--- config.mk ---
export PLATFORM = sky130hd
export DESIGN_NAME = platform_spawner_flat
export DESIGN_NICKNAME = d
export VERILOG_FILES = /design/src/rtl/platform_spawner_if.sv /design/src/rtl/platform_spawner.sv /design/src/flat_wrapper.sv
export SDC_FILE = /design/constraint.sdc
export NUM_CORES = 1
export LEC_CHECK = 0
export CORE_AREA = 2 2 256 258
export DETAILED_ROUTE_END_ITERATION = 16
export DIE_AREA = 0 0 258 260
export SLEW_MARGIN = 0
export SYNTH_ARGS = -nofsm -noshare
export SYNTH_HDL_FRONTEND = slang
export SYNTH_SLANG_ARGS = --single-unit
--- constraint.sdc ---
create_clock -name clk -period 5.25 [get_ports clk]
set_input_delay 1.575 -clock clk [delete_from_list [all_inputs] [get_ports clk]]
set_output_delay 1.575 -clock clk [all_outputs]
set_load 0.03 [all_outputs]
--- src/rtl/platform_spawner_if.sv ---
// Scroll-request and platform read-port bundle between the view logic,
// the renderer/collision logic and platform_spawner.
interface platform_spawner_if #(
  parameter int NUM_BLOCKS = 8
) ();
  localparam int IDX_W = $clog2(NUM_BLOCKS);

  logic             newView;
  logic [31:0]      minY;
  logic [IDX_W-1:0] rd_idx;
  logic [15:0]      rd_x;
  logic [31:0]      rd_y;
  logic             scan_busy;
  logic             respawned;
  logic             scan_done;

  modport master (
    output newView, minY, rd_idx,
    input  rd_x, rd_y, scan_busy, respawned, scan_done
  );

  modport slave (
    input  newView, minY, rd_idx,
    output rd_x, rd_y, scan_busy, respawned, scan_done
  );
endinterface

--- src/rtl/platform_spawner.sv ---
// Platform pool: on each scroll request, recycles every platform below the view
// bottom to just above the topmost one, at a pseudo-random x.
module platform_spawner #(
  parameter int          SCREEN_WIDTH  = 400,
  parameter int          SCREEN_HEIGHT = 700,
  parameter int          BLOCK_WIDTH   = 40,
  parameter int          BLOCK_HEIGHT  = 5,
  parameter int          NUM_BLOCKS    = 8,
  parameter int          BLOCK_SPACING = 80,
  parameter logic [15:0] LFSR_SEED     = 16'hACE1
) (
  input logic               clk,
  input logic               reset,
  platform_spawner_if.slave bus
);
  localparam int               IDX_W     = $clog2(NUM_BLOCKS);
  localparam int               X_RANGE   = SCREEN_WIDTH - BLOCK_WIDTH;
  localparam logic [9:0]       X_RANGE_W = 10'(X_RANGE);
  localparam logic [15:0]      LFSR_MASK = 16'hB400;
  localparam logic [IDX_W-1:0] LAST_IDX  = IDX_W'(NUM_BLOCKS - 1);
  localparam logic [31:0]      SPACING   = 32'(BLOCK_SPACING);

  // SCREEN_HEIGHT/BLOCK_HEIGHT only exist for parameter-list compatibility.
  if (NUM_BLOCKS < 2 || LFSR_SEED == 16'h0 || X_RANGE < 256 || X_RANGE > 512 ||
      SCREEN_HEIGHT < 1 || BLOCK_HEIGHT < 1) begin : g_bad_params
    $error("platform_spawner: illegal parameter combination");
  end

  typedef enum logic {S_IDLE, S_SCAN} state_t;

  state_t           r_state, w_state_next;
  logic [IDX_W-1:0] r_idx;
  logic             r_pending;
  logic [31:0]      r_min_lat;
  logic [31:0]      r_top_y;
  logic [15:0]      r_lfsr;
  logic [15:0]      r_x [NUM_BLOCKS];
  logic [31:0]      r_y [NUM_BLOCKS];
  logic             r_scan_busy, r_respawned, r_scan_done;

  logic             w_last, w_recycle, w_rescan;
  logic [15:0]      w_lfsr_next;
  logic [9:0]       w_r9;
  logic [15:0]      w_rx;

  assign w_last      = (r_idx == LAST_IDX);
  assign w_recycle   = (r_state == S_SCAN) && (r_y[r_idx] < r_min_lat);
  assign w_rescan    = w_last && (r_pending || bus.newView);
  assign w_lfsr_next = r_lfsr[0] ? ((r_lfsr >> 1) ^ LFSR_MASK) : (r_lfsr >> 1);
  assign w_r9        = {1'b0, r_lfsr[8:0]};

  // A single conditional subtract suffices because 511 < 2 * X_RANGE.
  always_comb begin
    // NOTE: every always_comb output gets a default first so no latch is inferred.
    w_rx = 16'(w_r9);
    if (w_r9 >= X_RANGE_W) w_rx = 16'(w_r9 - X_RANGE_W);
  end

  always_comb begin
    w_state_next = r_state;
    unique case (r_state)
      S_IDLE:  if (bus.newView) w_state_next = S_SCAN;
      S_SCAN:  if (w_last && !w_rescan) w_state_next = S_IDLE;
      default: w_state_next = S_IDLE;
    endcase
  end

  // NOTE: sequential state uses non-blocking assignments so every flop sees pre-edge values.
  always_ff @(posedge clk or negedge reset) begin
    if (!reset) r_state <= S_IDLE;
    else        r_state <= w_state_next;
  end

  always_ff @(posedge clk or negedge reset) begin
    if (!reset) begin
      r_idx       <= '0;
      r_pending   <= 1'b0;
      r_min_lat   <= '0;
      r_top_y     <= 32'((NUM_BLOCKS - 1) * BLOCK_SPACING);
      r_lfsr      <= LFSR_SEED;
      r_scan_busy <= 1'b0;
      r_respawned <= 1'b0;
      r_scan_done <= 1'b0;
      // NOTE: the pool is a flop array, not a RAM, so it can and must take its
      // staircase layout on reset; a mid-scan reset then leaves no partial update.
      for (int i = 0; i < NUM_BLOCKS; i++) begin
        r_y[i] <= 32'(i * BLOCK_SPACING);
        r_x[i] <= 16'((i * 3 * BLOCK_WIDTH) % X_RANGE);
      end
    end else begin
      r_lfsr      <= w_lfsr_next;
      r_scan_busy <= (w_state_next == S_SCAN);
      r_respawned <= w_recycle;
      r_scan_done <= (r_state == S_SCAN) && w_last;

      unique case (r_state)
        S_IDLE: begin
          if (bus.newView) begin
            r_min_lat <= bus.minY;
            r_idx     <= '0;
          end
        end
        S_SCAN: begin
          if (w_recycle) begin
            r_y[r_idx] <= r_top_y + SPACING;
            r_x[r_idx] <= w_rx;
            r_top_y    <= r_top_y + SPACING;
          end
          if (w_last) begin
            r_idx     <= '0;
            r_pending <= 1'b0;
            if (w_rescan) r_min_lat <= bus.minY;
          end else begin
            r_idx <= r_idx + 1'b1;
            // Requests during a scan coalesce into a single rescan.
            if (bus.newView) r_pending <= 1'b1;
          end
        end
        default: ;
      endcase
    end
  end

  always_comb begin
    bus.rd_x = '0;
    bus.rd_y = '0;
    if (int'(bus.rd_idx) < NUM_BLOCKS) begin
      bus.rd_x = r_x[bus.rd_idx];
      bus.rd_y = r_y[bus.rd_idx];
    end
  end

  assign bus.scan_busy = r_scan_busy;
  assign bus.respawned = r_respawned;
  assign bus.scan_done = r_scan_done;
endmodule

--- src/flat_wrapper.sv ---
// flat-port wrapper written by rule: the top's interface ports become plain ports
module platform_spawner_flat 
#(
  parameter int          SCREEN_WIDTH  = 400,
  parameter int          SCREEN_HEIGHT = 700,
  parameter int          BLOCK_WIDTH   = 40,
  parameter int          BLOCK_HEIGHT  = 5,
  parameter int          NUM_BLOCKS    = 8,
  parameter int          BLOCK_SPACING = 80,
  parameter logic [15:0] LFSR_SEED     = 16'hACE1
)
  (clk, reset, bus_newView, bus_minY, bus_rd_idx, bus_rd_x, bus_rd_y, bus_scan_busy, bus_respawned, bus_scan_done);
  platform_spawner_if #(.NUM_BLOCKS(NUM_BLOCKS)) bus_i ();
  input logic clk;
  input logic reset;
  input wire logic [$bits(bus_i.newView)-1:0] bus_newView;
  input wire logic [$bits(bus_i.minY)-1:0] bus_minY;
  input wire logic [$bits(bus_i.rd_idx)-1:0] bus_rd_idx;
  output wire logic [$bits(bus_i.rd_x)-1:0] bus_rd_x;
  output wire logic [$bits(bus_i.rd_y)-1:0] bus_rd_y;
  output wire logic [$bits(bus_i.scan_busy)-1:0] bus_scan_busy;
  output wire logic [$bits(bus_i.respawned)-1:0] bus_respawned;
  output wire logic [$bits(bus_i.scan_done)-1:0] bus_scan_done;
  assign bus_i.newView = bus_newView;
  assign bus_i.minY = bus_minY;
  assign bus_i.rd_idx = bus_rd_idx;
  assign bus_rd_x = bus_i.rd_x;
  assign bus_rd_y = bus_i.rd_y;
  assign bus_scan_busy = bus_i.scan_busy;
  assign bus_respawned = bus_i.respawned;
  assign bus_scan_done = bus_i.scan_done;
  platform_spawner #(.SCREEN_WIDTH(SCREEN_WIDTH), .SCREEN_HEIGHT(SCREEN_HEIGHT), .BLOCK_WIDTH(BLOCK_WIDTH), .BLOCK_HEIGHT(BLOCK_HEIGHT), .NUM_BLOCKS(NUM_BLOCKS), .BLOCK_SPACING(BLOCK_SPACING), .LFSR_SEED(LFSR_SEED)) u_core (.clk(clk), .reset(reset), .bus(bus_i));
endmodule
Word level (Yosys, flattened, before mapping)
Cells that the tools add are included.
W data, S select, Z words.
{"block": "totals", "register_bits": 471, "latchBits": 0, "ramBits": 0, "mem_bits_ro": 0, "out_inout_bits": 51, "elab_cells": 80, "mem_count": 0}
{"block": "op_classes", "addsub": 3, "n_mul": 0, "div": 0, "magnitude_cmp": 5, "n_eq_ne": 4, "shifts": 0, "n_mux": 29, "bitwise_logic": 4, "reduce_logical": 11}
{"cell": "$bwmux W256", "n": 1}
{"cell": "$mux W32", "n": 8}
{"cell": "$bmux W32 S3", "n": 2}
{"cell": "$bwmux W128", "n": 1}
{"cell": "$demux W32 S3", "n": 1}
{"cell": "$mux W16", "n": 5}
{"cell": "$pmux W32 S2", "n": 1}
{"cell": "$bmux W16 S3", "n": 1}
{"cell": "$demux W16 S3", "n": 1}
{"cell": "$add A32 B7 Y32 const B", "n": 1}
{"cell": "$lt A32 B32 Y1", "n": 1}
{"cell": "$not A3 Y4", "n": 3}
{"cell": "$sub A9 B9 Y10 const B", "n": 1}
{"cell": "$ge A9 B9 Y1 const B", "n": 1}
{"cell": "$ge A4 B4 Y1 const B", "n": 2}
{"cell": "$mux W3", "n": 2}
{"cell": "$ne A2 B2 Y1 const B", "n": 3}
{"cell": "$pmux W3 S2", "n": 1}
{"cell": "$logic_and A1 B1 Y1", "n": 5}
{"cell": "$lt A4 B1 Y1 const B", "n": 1}
{"cell": "$mux W1", "n": 4}
{"cell": "$reduce_and A2 Y1", "n": 2}
{"cell": "$add A3 B1 Y3 const B", "n": 1}
{"cell": "$eq A3 B3 Y1 const B", "n": 1}
{"cell": "6 further kinds", "n": 6}

Depth between registers and ports, before layout
{"block": "depth", "word_depth": 7, "mapped_depth": 17, "depth_no_buf": 11}

Worst setup path before layout
Ideal clock, no wire load.
{"block": "synth_timing", "path_type": "in2out", "start": "input bus_rd_idx[0]", "end": "output bus_rd_y[4]", "arrival_ns": 3.710, "required_time_ns": 3.675, "setup_slack_ns": -0.035, "cell_stages": 5, "path_buffers": 3, "cell_sequence": "clkbuf_1 buf_1 buf_2 mux4_2 o21ai_0"}
{"block": "synth_via", "elab_chain_len": 4}
{"item": "from (decl)", "line_no": "flat_wrapper.sv:18", "text": "input wire logic [$bits(bus_i.rd_idx)-1:0] bus_rd_idx;"}
{"item": "$not A3 Y4 (not written as such)", "line_no": "platform_spawner.sv:129", "text": "bus.rd_y = r_y[bus.rd_idx];"}
{"item": "$bmux W32 S3", "line_no": "platform_spawner.sv:129"}
{"item": "$mux W32 (not written as such) (2 in a row)", "line_no": "platform_spawner.sv:129"}
{"item": "to (decl)", "line_no": "flat_wrapper.sv:20", "text": "output wire logic [$bits(bus_i.rd_y)-1:0] bus_rd_y;"}
No other way between the ends. The select of a mux whose other input is x is not followed.

Worst setup path in the final report
{"block": "layout_timing", "start": "input bus_rd_idx[0]", "end": "output bus_rd_y[8]"}
Same word-level chain as after synthesis.

==> run_results.csv <==
group,metric,value,unit
die,start_util,0.307,
layout,fill_cells,6096,
global_routing,grt.met2_usage,0.244,
layout,area_growth,16.7,%
global_routing,grtUsageMet3,0.0394,
clock_network,tritoncts,"done",
clock_network,numClockSinks,387,
routing,ant_nets,0,
placement,io_buffers,84,
die,die_h,260,microns
routing,drc,0,
routing,finalWirelength,52.9,mm
logic_synthesis,synth-edff-count,0,
global_routing,track_usage,0.158,
logic_synthesis,synth_area,19700,sq um
layout,layout_common_cells,"dfrtp_1, mux2_2, a22oi_1",
critical_path,slowest_stage,"mux4_2",
clock_network,ctsResizeCount,0,
critical_path,path_max_fanout,46,
sta,fin_crit,4.75,ns
layout,nNetsFinal,1557,
clock_network,cts_made_buffers,42,
logic_synthesis,ys_ff_latch,387,
critical_path,critPathLaunchType,"input port",
critical_path,required,3.68,ns
sta,finalSetupViolCount,0,
logic_synthesis,syn_avg_cell_area,14.1,sq um
routing,wl_per_cell,22.3,microns
critical_path,worstSetupPathType,"in2out",
die,core,64100,sq um
routing,first_iter_violations,1051,
clock_network,clock_latency,0.55,ns
sta,finalClockSkew,0.0246,ns
sta,worst_slack,0.505,ns
routing,via_count,12500,
status,status,"finished, final reports clean",
die,ios,89,
clock_network,clk_pin_slew,0.06,ns
clock_network,post_cts_buffers,0,
logic_synthesis,netlist_instances,1396,
clock_network,htree_levels,2,
critical_path,worst_path_most_repeated_cell,"buf_4",
sta,whs,0.360,ns
layout,multi_input_area,9170,sq um
sta,finalMaxSlewViolations,0,
sta,maxSlewHeadroom,0.371,
critical_path,crit_path_cell_trace,"buf_4 > buf_12 > mux4_2 > mux2_2 > buf_4",
global_routing,grt_use_met1,0.223,
placement,dpl_worst_slack,0.489,ns
clock_network,cts_max_path_buffers,3,
die,die_w,258,microns
clock_network,cts-root-buf,"clkbuf_16",
sta,worst_slew_pin_slew,0.944,ns
global_routing,antenna_found_initial,0,
critical_path,arrival,3.17,ns
logic_synthesis,synth_cell_types,45,
placement,dp_hpwl,33.6,mm
sta,rsz0062_at_grt,"false",
pwr,p_per_area,466,nW/um^2
layout,antenna_cells,0,
hold_path,hold_class,"reg2reg",
global_routing,grt_max_degree,111,
clock_network,cts-hold-fix-buffers,0,
logic_synthesis,synth_flop_cell,"dfrtp_1",
global_routing,grt_overflow,0,
sta,fmax,0.211,GHz
global_routing,grt_pass1_wl,82.4,mm
die,dieArea,67100,sq um
logic_synthesis,seq_area_frac_synth,0.495,
layout,final_common_cell,"dfrtp_1",
logic_synthesis,ys_top_cells_by_area,"dfrtp_1, mux2_2, mux4_2",
pwr,max-vdd-ir-drop,0.316,mV
layout,drive_gt1_frac,0.422,
placement,routabilityCongestion,0.779,
logic_synthesis,yosys_warnings,0,
sta,fin_crit_sh,0.904,
logic_synthesis,synth_top_area_frac,0.427,
logic_synthesis,yosysTopAreaCell,"dfrtp_1",
global_routing,grt_pass1_vias,13200,
logic_synthesis,async_reset_ff_frac,1.00,
sta,hold_viol_final,0,
critical_path,cp-end-kind,"output port",
routing,first_pass_iters,5,
global_routing,busiest_layer,"met2",
pwr,leakage,10.2,nW
layout,seq_area,9750,sq um
critical_path,critical-path-max-stage-delay,0.56,ns
die,row_count,93,
routing,viasPerCell,5.27,
sta,setup_tns,0,ns
flow_run,cap_violations,0,
## final timing paths
path	slack [ns]	endpoint	from	cells past startpoint
worst max-delay path	0.50	bus_rd_y[8]	bus_rd_idx[0]	5
worst min-delay path	0.36	u_core.r_lfsr[8]	u_core.r_lfsr[9]	0
worst max register to register	0.69	u_core.r_x[1]	u_core.r_idx[1]	14
worst min register to register	0.36	u_core.r_lfsr[8]	u_core.r_lfsr[9]	0
max in group asynchronous	3.11	u_core.r_x[3]	reset	2
min in group asynchronous	1.09	u_core.r_y[73]	reset	1
## kinds of logic after synthesis
kind of cell	share of synthesized area
adders and majority gates	0.0203
muxes	0.304
xor gates and xnor gates	0.0240
AOI/OAI and AO/OA	0.0610
DFF	0.495
buffers and inverters	0.0442
and+or+nand+nor	0.0514
other	0.000190
## worst max-delay path: cells and delay by family
kind / cells / cell delay (ns)
muxes: 2 / 0.88
buffers and inverters: 3 / 0.68
## flip-flops by register name (all words and copies together) (netlist names)
name / flops
u_core.r_state: 1
u_core.r_lfsr: 16
u_core.r_pending: 1
u_core.bus.scan_done: 1
u_core.r_min_lat: 32
u_core.r_idx: 3
u_core.bus.respawned: 1
u_core.r_top_y: 28
u_core.r_x: 80
u_core.r_y: 224
## layout make-up
cell class	count	area share
clock buffers	65	0.0547
repair buffers	148	0.0663
well taps	855	0.0465
inverters	40	0.00653
multi-input cells	868	0.399
flip-flops and latches	387	0.424
clock inverters	8	0.00316
## power by group
group	total, W	switching [W]	internal, W
Clock	0.00289	0.00119	0.00169
Combinational	0.00387	0.00225	0.00162
Sequential	0.00394	0.000397	0.00355
Total	0.0107	0.00384	0.00686
## stage by stage
step	power, W	util	std cells	instance area [sq um]
2_1_floorplan	0.00636	-	1399	19700
3_3_place_gp	0.00775	0.338	2298	21700
3_5_place_dp	0.00784	0.338	2298	21700
4_1_cts	0.0108	0.359	2371	23000
5_1_grt	0.0113	0.359	2371	23000
6_report	0.0107	0.359	2371	23000
## routing by layer
metal,up-vias,routed length (microns)
met4,0,1040
met3,86,4410
met5,-,0
met1,6550,23700
met2,482,23800
li1,5382,-
## cell usage after synthesis, types with 2 or more instances
| cell type | number |
|---|---|
| nor3b_4 | 5 |
| a22oi_1 | 112 |
| mux4_2 | 76 |
| nand3_1 | 11 |
| xor2_1 | 33 |
| buf_6 | 11 |
| buf_1 | 11 |
| nand4_1 | 37 |
| nor4_1 | 3 |
| nor3b_1 | 6 |
| nor4_2 | 3 |
| dfstp_2 | 51 |
| mux2i_1 | 8 |
| inv_1 | 40 |
| xnor2_1 | 21 |
| buf_2 | 8 |
| buf_12 | 10 |
| a21oi_1 | 16 |
| and4b_1 | 2 |
| mux2_2 | 232 |
| ha_1 | 32 |
| nand2b_1 | 3 |
| dfrtp_1 | 336 |
| o21ai_0 | 41 |
| and3_1 | 8 |
| clkbuf_1 | 44 |
| mux2_1 | 15 |
| buf_4 | 20 |
| nor4b_1 | 2 |
| a21o_1 | 3 |
| and4_1 | 3 |
| nor2_1 | 14 |
| mux2_4 | 95 |
| nand2_1 | 53 |
| nor3_1 | 21 |
No activity file was read; power rests on OpenSTA's default activity.
